[src/rtl/imem_dmem_arbiter.sv]
`default_nettype none
// ============================================================================
// Module : imem_dmem_arbiter
// Shares one single-ported, fixed-latency RAM between the IF and DM ports,
// using round-robin on conflict and returning tagged read data to its owner.
// Rev    : 1.0  initial release
// ============================================================================
module imem_dmem_arbiter #(
  parameter int ADDR_W = 32,
  parameter int DATA_W = 32,
  parameter int RD_LAT = 2
) (
  input  logic              clk,
  input  logic              resetn,
  input  logic              iIfReq,
  input  logic [ADDR_W-1:0] iIfAddr,
  input  logic              iIfFlush,
  output logic              oIfGnt,
  output logic              oIfRdValid,
  output logic [DATA_W-1:0] oIfRdData,
  input  logic              iDmReq,
  input  logic              iDmWr,
  input  logic [ADDR_W-1:0] iDmAddr,
  input  logic [DATA_W-1:0] iDmWrData,
  output logic              oDmGnt,
  output logic              oDmRdValid,
  output logic [DATA_W-1:0] oDmRdData,
  output logic              oMemEn,
  output logic              oMemWr,
  output logic [ADDR_W-1:0] oMemAddr,
  output logic [DATA_W-1:0] oMemWrData,
  input  logic [DATA_W-1:0] iMemRdData
);

  localparam logic c_OWN_IF = 1'b0;
  localparam logic c_OWN_DM = 1'b1;

  logic              r_last_gnt;
  logic [RD_LAT-1:0] r_tag_vld;
  logic [RD_LAT-1:0] r_tag_own;

  logic w_if_elig;
  logic w_dm_elig;
  logic w_if_win;
  logic w_dm_win;

  // Eligibility is gated by resetn so every output reads zero while in reset.
  always_comb begin
    w_if_elig = resetn & iIfReq & ~iIfFlush;
    w_dm_elig = resetn & iDmReq;
    w_if_win  = w_if_elig & (~w_dm_elig | (r_last_gnt == c_OWN_DM));
    w_dm_win  = w_dm_elig & ~w_if_win;
  end

  always_comb begin
    oIfGnt     = w_if_win;
    oDmGnt     = w_dm_win;
    oMemEn     = w_if_win | w_dm_win;
    oMemWr     = w_dm_win & iDmWr;
    oMemAddr   = '0;
    oMemWrData = '0;
    if (w_if_win) begin
      oMemAddr = iIfAddr;
    end else if (w_dm_win) begin
      oMemAddr   = iDmAddr;
      oMemWrData = iDmWrData;
    end
  end

  always_comb begin
    oIfRdValid = r_tag_vld[RD_LAT-1] & (r_tag_own[RD_LAT-1] == c_OWN_IF);
    oDmRdValid = r_tag_vld[RD_LAT-1] & (r_tag_own[RD_LAT-1] == c_OWN_DM);
    oIfRdData  = resetn ? iMemRdData : '0;
    oDmRdData  = resetn ? iMemRdData : '0;
  end

  always_ff @(posedge clk or negedge resetn) begin
    if (!resetn) begin
      r_last_gnt <= c_OWN_DM;
      r_tag_vld  <= '0;
      r_tag_own  <= '0;
    end else begin
      if (w_if_win | w_dm_win) begin
        r_last_gnt <= w_dm_win ? c_OWN_DM : c_OWN_IF;
      end
      r_tag_vld[0] <= w_if_win | (w_dm_win & ~iDmWr);
      r_tag_own[0] <= w_dm_win ? c_OWN_DM : c_OWN_IF;
      // A flush kills IF-owned entries as they shift; the tail already on the
      // outputs this cycle is unaffected.
      for (int i = 1; i < RD_LAT; i++) begin
        r_tag_vld[i] <= r_tag_vld[i-1] & ~(iIfFlush & (r_tag_own[i-1] == c_OWN_IF));
        r_tag_own[i] <= r_tag_own[i-1];
      end
    end
  end

endmodule
`default_nettype wire

[config.mk]
export PLATFORM = sky130hd
export DESIGN_NAME = imem_dmem_arbiter
export DESIGN_NICKNAME = d
export VERILOG_FILES = /design/src/rtl/imem_dmem_arbiter.sv
export SDC_FILE = /design/constraint.sdc
export NUM_CORES = 1
export LEC_CHECK = 0
export ABC_CLOCK_PERIOD_IN_PS = 3900
export CAP_MARGIN = 30
export CORE_AREA = 2 2 103 105
export DETAILED_ROUTE_END_ITERATION = 7
export DIE_AREA = 0 0 105 107
export PLACE_DENSITY = 0.64
export SYNTH_ARGS = -nofsm -noshare
export SYNTH_HDL_FRONTEND = slang
export SYNTH_SLANG_ARGS = --single-unit
export TNS_END_PERCENT = 30
[constraint.sdc]
create_clock -name clk -period 3.9 [get_ports clk]
set_input_delay 0.39 -clock clk [delete_from_list [all_inputs] [get_ports clk]]
set_output_delay 0.39 -clock clk [all_outputs]
set_load 0.02 [all_outputs]
==> results.md <==
- Worst skew pair latency: 220 ps
- CTS tree: built
- Worst reg2reg startpoint: r_last_gnt
- Status: completed
- Critical Path Start: iDmReq
- Post-CTS sizing: 0
- Final Hold Viols: 0
- CTS max path bufs: 2
- CP endpoint: oMemWrData[19]
- Chip width: 105 um
- Buffers added on ports: 267
- Clk root buf: clkbuf_8
- Routed vias: 2474
- Vias in the first global route: 2484
- Max-cap violations: 0
- Fin crit period: 2970 ps
- CP Max Fanout: 33
- Worst Skew: 2.42 ps
- CTS Hold Bufs: 0
- Endpoints failing setup: 0
- Synth cell types: 22
- Die footprint: 0.0112 mm2
- Die height: 107 um
- Leak pwr: 1.69 nW
- Wire per inst: 16.6 um
- WP data required: 3510 ps
- Worst Setup End Kind: output pin
- Antenna viol nets, final: 0
- CP Launch Type: input pin
- Initial Utilization: 15.6%
- Reg2Reg Depth: 3
- DP HPWL: 7.69 mm
- Fmax: 336 MHz
- Post-synth EDFFs: 0
- Area delta synth->final: 160%
- CP Class: in -> out
- Worst vdd ir: 0.0687 mV
- Global-route wire length before repair: 13.5 mm
- Syn avg cell area: 7.56 um2
- Number of max-slew violations in the final report: 0
- Most common cell after layout, fill and taps aside: clkdlybuf4s50_1
- Total gr overflow: 0
- Num rows: 37
- Routed WL: 9.29 mm
- Largest net degree at the start of global routing: 54
- Syn Nets: 343
- Post-Syn Instances: 209
- DRC Markers: 0
- Synth top area share: 25.8%
- Vias per cell: 4.41
- Clock slew at reported path FFs: 30 ps
- Data arrival, critical path: 2580 ps
- Core region area: 0.0101 mm2
- Share of layout cells above drive strength 1: 2.35%
- TritonCTS Buffers: 3
- Slew margin rel.: 48.2%
- Placer Congestion: 0.813
- Final setup TNS: 0 ps
- RSZ-0062 raised after global routing: no
- Drt first pass iters: 4
- Commonest non-fill, non-tap cells in the layout: clkdlybuf4s50_1, and3_1, and2_1
- Ys flop type: dfrtp_1
- Syn Std Cell Area: 0.00158 mm2
- Register area share after synthesis: 8.00%
- Ports: 268
- Post-CTS setup buffers: 0
- Tcrit/Tclk final: 76.2%
- Top post-synthesis cells by area: and3_1, a32o_1, buf_4, and2_1, dfrtp_1
- Ys async rst share: 100%
- Drt initial violations: 154
- Initial antenna violation count: 0
- Post-layout nets: 560
- Synth area leader: and3_1
- # diodes: 0
- Synthesized flop and latch total: 5
- H-Tree Depth: 1
- Least-Margin Pin Slew: 777 ps
- Synth warn: 0
- Total GRT Usage: 15.1%
- Final Util: 40.6%
- Hold WC Path Type: reg -> reg
- Reg2Reg Capture Point: r_tag_vld[0]
- Reg2reg setup slack: 2320 ps
- Pwr per Cell Area: 157 mW/mm2
- CTS Sinks: 5
[cells by family (layout without fill, tap and decap cells)]
| kind of cell | count (synthesis) | count (layout) | share of synthesized area [%] |
|---|---|---|---|
| AO/OA/AOI/OAI | 36 | 36 | 22.1 |
| flip-flops | 5 | 5 | 8.00 |
| buffers and inverters | 61 | 277 | 27.1 |
| AND/OR/NAND/NOR | 106 | 106 | 42.2 |
| multiplexers | 1 | 1 | 0.634 |
[through the flow]
step	instances	setup slack [ps]	hold slack, ps	power (mW)	area (um2)
3_3_place_gp	557	962	362	0.550	4060
6_report	561	926	381	0.643	4100
2_1_floorplan	209	2310	94.4	0.286	1580
4_1_cts	561	936	382	0.650	4100
3_5_place_dp	557	943	374	0.552	4060
5_1_grt	561	745	382	0.677	4100
[worst min-delay path by stage]
stage / from / slack [ps] / cells after the start / endpoint
finish: r_tag_own[0] / 380 / 0 / r_tag_own[1]
global route: r_tag_own[0] / 380 / 0 / r_tag_own[1]
detailed placement: r_tag_own[0] / 370 / 0 / r_tag_own[1]
CTS: r_tag_own[0] / 380 / 0 / r_tag_own[1]
floorplan: resetn / 90 / 0 / r_tag_own[0]
global placement: r_tag_own[0] / 360 / 0 / r_tag_own[1]
[report_power, final]
group          internal, mW  switching [mW]
logic                 0.279           0.210
registers            0.0572         0.00257
clock network        0.0700          0.0230
[critical path, stage by stage]
cell,delay [ps]
clkdlybuf4s50_1,580
and2_1,670
and3_1,320
clkdlybuf4s50_1,620
[flip-flops by register name, summed over array words and instances, names as in the netlist]
signal      cells
r_tag_vld       2
r_last_gnt      1
r_tag_own       2
[synth_stat cells (3+ instances only)]
cell	number
dfrtp_1	4
buf_2	12
a32o_1	32
buf_4	32
buf_6	8
and3_1	65
clkbuf_1	5
and2_1	35
clkbuf_2	3
[per-layer routing]
| layer | wire length (um) | vias to the layer above | global-route usage (%) |
|---|---|---|---|
| li1 | - | 1183 | - |
| met1 | 3450 | 1125 | 16.0 |
| met2 | 4700 | 158 | 28.6 |
| met3 | 1030 | 8 | 5.90 |
| met4 | 108 | 0 | 2.57 |
| met5 | 0 | - | 0 |
[cell type report]
class,count,area [um2]
clock buffer,4,45.0
fill,1039,5990
inverter,1,3.75
multi-input combinational,143,1020
sequential,5,126
tap,136,170
timing repair buffer,272,2730
No activity file was read; power rests on OpenSTA's default activity.
